## src/rtl/alu_pkg.sv

```systemverilog
// Shared opcode encoding and default width for the registered 8-bit ALU.
package alu_pkg;

  localparam int ALU_WIDTH = 8;

  typedef enum logic [3:0] {
    OP_ADD   = 4'd0,
    OP_ADC   = 4'd1,
    OP_SUB   = 4'd2,
    OP_SBB   = 4'd3,
    OP_INC   = 4'd4,
    OP_DEC   = 4'd5,
    OP_PASSA = 4'd6,
    OP_PASSB = 4'd7,
    OP_AND   = 4'd8,
    OP_OR    = 4'd9,
    OP_XOR   = 4'd10,
    OP_NOTA  = 4'd11,
    OP_SHL   = 4'd12,
    OP_SHR   = 4'd13,
    OP_ROL   = 4'd14,
    OP_ROR   = 4'd15
  } alu_op_e;

endpackage

```

## src/rtl/alu_datapath.sv

```systemverilog
// Combinational ALU core: result, carry/borrow/shifted-out bit and zero flag.
module alu_datapath
  import alu_pkg::*;
#(
  parameter int WIDTH = ALU_WIDTH
) (
  input  logic [WIDTH-1:0] a,
  input  logic [WIDTH-1:0] b,
  input  logic             c_in,
  input  logic [3:0]       sel,
  output logic [WIDTH-1:0] y,
  output logic             carry,
  output logic             zero
);

  // Top bit of r is the carry, borrow or shifted-out bit; zero for logic ops.
  logic [WIDTH:0] r;
  logic [WIDTH:0] a_x;
  logic [WIDTH:0] b_x;
  logic [WIDTH:0] c_x;
  logic [WIDTH:0] one_x;

  assign a_x   = {1'b0, a};
  assign b_x   = {1'b0, b};
  assign c_x   = {{WIDTH{1'b0}}, c_in};
  assign one_x = {{WIDTH{1'b0}}, 1'b1};

  always_comb begin
    r = '0;
    case (alu_op_e'(sel))
      OP_ADD:   r = a_x + b_x;
      OP_ADC:   r = a_x + b_x + c_x;
      OP_SUB:   r = a_x - b_x;
      OP_SBB:   r = a_x - b_x - c_x;
      OP_INC:   r = a_x + one_x;
      OP_DEC:   r = a_x - one_x;
      OP_PASSA: r = a_x;
      OP_PASSB: r = b_x;
      OP_AND:   r = {1'b0, a & b};
      OP_OR:    r = {1'b0, a | b};
      OP_XOR:   r = {1'b0, a ^ b};
      OP_NOTA:  r = {1'b0, ~a};
      OP_SHL:   r = {a, 1'b0};
      OP_SHR:   r = {a[0], 1'b0, a[WIDTH-1:1]};
      OP_ROL:   r = {a[WIDTH-1], a[WIDTH-2:0], a[WIDTH-1]};
      OP_ROR:   r = {a[0], a[0], a[WIDTH-1:1]};
      default:  r = '0;
    endcase
  end

  assign y     = r[WIDTH-1:0];
  assign carry = r[WIDTH];
  assign zero  = (r[WIDTH-1:0] == '0);

endmodule

```

## src/rtl/alu.sv

```systemverilog
// Registered ALU top: one-cycle latency, async active-low reset.
// Define ALU_FLAGS_EN to add the registered alu_c_out and alu_z flag outputs.
module alu
  import alu_pkg::*;
#(
  parameter int WIDTH = ALU_WIDTH
) (
  input  logic             alu_clk,
  input  logic             alu_rst_n,
  input  logic [WIDTH-1:0] alu_a,
  input  logic [WIDTH-1:0] alu_b,
  input  logic             alu_c_in,
  input  logic [3:0]       alu_sel,
`ifdef ALU_FLAGS_EN
  output logic             alu_c_out,
  output logic             alu_z,
`endif
  output logic [WIDTH-1:0] alu_y
);

  logic [WIDTH-1:0] y_next;

`ifdef ALU_FLAGS_EN
  logic c_next;
  logic z_next;
`else
  logic c_next_unused;
  logic z_next_unused;
`endif

  alu_datapath #(.WIDTH(WIDTH)) u_datapath (
    .a     (alu_a),
    .b     (alu_b),
    .c_in  (alu_c_in),
    .sel   (alu_sel),
    .y     (y_next),
`ifdef ALU_FLAGS_EN
    .carry (c_next),
    .zero  (z_next)
`else
    .carry (c_next_unused),
    .zero  (z_next_unused)
`endif
  );

  always_ff @(posedge alu_clk or negedge alu_rst_n) begin
    if (!alu_rst_n) begin
      alu_y <= '0;
    end else begin
      alu_y <= y_next;
    end
  end

`ifdef ALU_FLAGS_EN
  always_ff @(posedge alu_clk or negedge alu_rst_n) begin
    if (!alu_rst_n) begin
      alu_c_out <= 1'b0;
      alu_z     <= 1'b0;
    end else begin
      alu_c_out <= c_next;
      alu_z     <= z_next;
    end
  end
`endif

endmodule

```

## config.mk

```make
export PLATFORM = sky130hd
export DESIGN_NAME = alu
export DESIGN_NICKNAME = d
export VERILOG_FILES = /design/src/rtl/alu_pkg.sv /design/src/rtl/alu_datapath.sv /design/src/rtl/alu.sv
export SDC_FILE = /design/constraint.sdc
export NUM_CORES = 1
export LEC_CHECK = 0
export BUFFER_PORTS_ARGS = -buffer_cell sky130_fd_sc_hd__buf_2
export CAP_MARGIN = 15
export CORE_MARGIN = 5
export CORE_UTILIZATION = 60
export CTS_CLUSTER_SIZE = 30
export DETAILED_ROUTE_END_ITERATION = 8
export PLACE_DENSITY = 0.89
export SYNTH_ARGS = -nofsm -noshare
export SYNTH_HDL_FRONTEND = slang
export SYNTH_SLANG_ARGS = --single-unit
```

## constraint.sdc

```tcl
create_clock -name alu_clk -period 0.8 [get_ports alu_clk]
set_input_delay 0.04 -clock alu_clk [delete_from_list [all_inputs] [get_ports alu_clk]]
set_output_delay 0.04 -clock alu_clk [all_outputs]
set_load 0.02 [all_outputs]
```

==> impl_metrics.ini, run 1 <==
[logic_synthesis]
yosys.area_share.xor_xnor_pct = 6.83
netlist_area_sq_um = 2790
synth_edf_count = 0
synth_mux_area_share_pct = 3.59
yosys.area_share.simple_pct = 23.2
synth_compound_area_share_pct = 30.5
synthAdderAreaFrac_pct = 17.4
synth_fp_nets = 423
synth_cell_types = 78
avgSynthCellArea_sq_um = 7.68
yosysSeqAreaShare_pct = 7.18
yosysWarningCount = 0
syn_inst = 363
synth_top_family_by_area = compound AO/OA/AOI/OAI gates
ys.flop_type = dfrtp_1
synth_seq_cells = 8
async_reset_ff_share_pct = 100

[clocking]
clkSinkCount = 8
cts_max_level = 1
cts_buffer_depth = 2
cts_made_buffers = 3
cts-root-buf = clkbuf_8

[run_status]
stop_stage = global routing
first-error = [ERROR DPL-0038] Utilization greater than 100%, impossible to legalize
status = did not finish

[placed_design]
dpl.hpwl_microns = 9050
gp_congestion = 1.09
io_buffers = 30

[sta]
worstEpCategory = register input
grt-worst-endpoint = alu_y[3]$_DFF_PN0_/D

[die]
rows = 24
start_util_pct = 62.7
die_x_microns = 78.1
die_y_microns = 78.1
io_pins = 31

[global_routing]
grt_max_degree = 34
## Yosys cell counts, types with 6 or more instances
cell type	count	area (sq um)
nand2_1	26	97.6
nor3_1	17	85.1
ha_1	34	425
nor2_1	15	56.3
o31ai_1	7	52.6
o21ai_0	20	100
or3_1	7	43.8
xnor2_1	11	96.3
mux2i_1	10	100
buf_2	7	35.0
inv_1	29	109
clkbuf_8	6	82.6
nand3_1	11	55.1
o211ai_1	6	45.0
a21oi_1	25	125
dfrtp_1	8	200
and3_1	6	37.5
## kinds of logic after synthesis
family | count (synthesis)
muxes | 10
AOI/OAI and AO/OA | 118
buffers and inverters | 54
adders and majority gates | 37
DFF | 8
xor gates and xnor gates | 18
and+or+nand+nor | 118
## repair_timing
| item | CTS |
|---|---|
| setup endpoints to repair | 8 |
| hold endpoints to repair | 8 |
| resized for setup | 57 |
| pin swaps | 33 |
| hold buffers | 1 |
| buffers inserted | 7 |
## per-stage QoR
stage	hold WS (ps)	instances	util [%]	instance area [sq um]	setup WS, ps
after floorplan	-256	363	-	2920	-1440
after global placement	-118	547	86.7	3850	-1480
after detailed placement	-113	547	86.7	3850	-1750
after CTS	179	558	95.5	4240	-1260
==> inputs of run 2 (changes only) <==
Settings changed: CORE_UTILIZATION 60 to 40, CTS_CLUSTER_SIZE 30 to not set, PLACE_DENSITY 0.89 to not set, PLACE_DENSITY_LB_ADDON set to 0.15.
==> run 2 against run 1 <==
Against the previous run:
- the flow now finishes, with violations (setup timing)
- synthesized cell count stayed put
- synthesized area stayed put
==> impl_metrics.ini, run 2 <==
[sta]
period_share_pct = 249
setup_slack_ps = -1190
layout_min_cycle_time_ps = 1990
maxSlewViolCount = 0
rsz0062_at_grt = yes
hold_ws_ps = 184
setup_violations = 8
tightest_slew_ps = 497
hold_viol = 0
slew_headroom_pct = 66.4
fmax_mhz = 502

[pwr]
leakage_nw = 2.02
clkPwrFrac_pct = 11.4
power_frac_seq_pct = 11.8
max-vdd-ir-drop_mv = 0.410
p_per_area_nw_per_um2 = 931
internal-power_mw = 2.35
pwr-share-comb_pct = 76.8
switchingPower_mw = 1.75
switching_share_pct = 42.7

[placed_design]
io_buffers = 30
dpl.hpwl_microns = 8110
placed_area_sq_um = 3950
gp_congestion = 0.937

[worst_setup_path]
worst_setup_path_start_kind = input pin
criticalPathCategory = input pin to register
cp.arrival_ps = 2130
end_kind = register
crit_fanout = 3
required_ps = 930

[layout]
final_common_cell = buf_4
reg_top3 = alu_y x8
fin_nets = 574
fillers = 578
largest_reg_flops = 8
largest_register = alu_y
drive_gt1_share_pct = 46.5
antenna_cells = 0
area_growth_pct = 58.1
stdcell_area_sq_um = 4400
mostFrequentLayoutCells = buf_4 (132), buf_2 (27), inv_1 (25)

[logic_synthesis]
ys.flop_type = dfrtp_1
synth_mux_area_share_pct = 3.59
async_reset_ff_share_pct = 100
netlist_top_cells_count = ha_1 (34), inv_1 (29), nand2_1 (26)
syn_inst = 363
avgSynthCellArea_sq_um = 7.68
yosys-top-cells-area = ha_1 (15%), dfrtp_1 (7.2%), a21oi_1 (4.5%)
netlist_area_sq_um = 2790
synth_seq_cells = 8
synthAdderAreaFrac_pct = 17.4
yosysTopAreaCell = ha_1
synth_top_family_by_area = compound AO/OA/AOI/OAI gates
synth_fp_nets = 423
synth_compound_area_share_pct = 30.5
yosysMostFrequentCell = ha_1
yosys.area_share.xor_xnor_pct = 6.83
yosysWarningCount = 0
yosys.area_share.simple_pct = 23.2
yosysSeqAreaShare_pct = 7.18
synth_cell_types = 78
synth_top_area_share_pct = 15.3
synth_edf_count = 0

[global_routing]
grt_max_degree = 38
grt_usage_pct = 23.1
grt_overflow = 0
grt_pass1_vias = 3236
grt_pass1_wl_microns = 16100
antenna_found_initial = 0

[route]
top_layer_used = met4
drc = 0
ant_nets = 0
wl_per_cell_microns = 16.5
drt_wl_total_microns = 10000
drt_iter0_drc = 245
via_per_inst = 5.56
drtPass1Iterations = 5
drt-met1-wl_microns = 4560
route.met2.wl_microns = 4650
vias = 3379
wl_met3_microns = 471

[die]
die_x_microns = 93.5
rows = 30
core_area_sq_um = 6790
io_pins = 31
start_util_pct = 41.0
die_y_microns = 93.5
die-area_sq_um = 8730

[run_status]
status = finished with violations
violations = setup timing

[clocking]
cts_buffer_depth = 2
cts_max_level = 1
clkSinkCount = 8
clk_pin_slew_ps = 40
cts_tree = yes
cts_made_buffers = 3
cts-root-buf = clkbuf_8

[hold_path]
min_path_type = input pin to async pin

[job]
cap_violations = 0
run 2: worst max-delay path, stage by stage:
cell and delay (ps):
buf_8 80, clkinvlp_4 90, ha_4 180, fa_2 390, buf_6 150, xnor2_4 150
nand4_1 110, xnor3_1 190, or3_4 350, a31oi_4 170, nor2_1 50, a41oi_1 170
run 2: cells by family (layout without fill, tap and decap cells):
| logic type | count (synthesis) | in the layout |
|---|---|---|
| buffers and inverters | 54 | 203 |
| adder cells (fa/ha/maj) | 37 | 37 |
| AND/OR/NAND/NOR | 118 | 118 |
| XOR/XNOR | 18 | 18 |
| multiplexers | 10 | 10 |
| flip-flops | 8 | 8 |
| AO/OA/AOI/OAI | 118 | 118 |
run 2: final cells by class:
class | instances | area [sq um] | area share (%)
multi-input combinational | 301 | 2670 | 60.7
timing repair buffer | 168 | 1240 | 28.1
sequential | 8 | 200 | 4.55
inverter | 32 | 134 | 3.04
tap | 96 | 120 | 2.73
clock buffer | 3 | 41.3 | 0.938
run 2: per-stage QoR:
step | utilization [%] | setup slack, ps | std cells | power, mW | TNS [ps]
global route | 64.8 | -1300 | 608 | 4.38 | -9650
detailed placement | 58.2 | -1590 | 597 | 3.23 | -11620
floorplan | - | -1440 | 363 | 2.08 | -9550
CTS | 61.9 | -1210 | 604 | 3.89 | -8600
finish | 64.8 | -1190 | 608 | 4.10 | -8860
global placement | 58.2 | -1560 | 597 | 3.19 | -11270
run 2: worst paths after layout:
path	start	end	slack, ps	cells after the start
setup / recovery	alu_a[0]	alu_y[3]	-1190	12
hold / removal	alu_rst_n	alu_y[4]	180	2
max in group asynchronous	alu_rst_n	alu_y[2]	460	2
min in group alu_clk	alu_c_in	alu_y[0]	350	4
run 2: routing by layer:
metal  GRT usage [%]  vias up
li1                -     1664
met1            32.3     1583
met2            37.5      110
met3           0.965       22
met4            8.55        0
met5               0        -
run 2: timing repair:
action,4_1_cts,5_1_grt
buffers inserted,4,4
pin swaps,38,14
hold endpoints to repair,8,0
resized for setup,44,31
hold buffers,1,0
endpoints found under the setup margin,8,8
run 2: power groups by stage:
stage	combinational, mW	clock (mW)	sequential [mW]
final	3.15	0.467	0.485
after global routing	3.40	0.493	0.490
after CTS	2.93	0.475	0.487
after detailed placement	2.73	0	0.492
after global placement	2.70	0	0.490
after floorplan	1.50	0	0.581
Note: power is estimated with default switching activity, not from simulation.
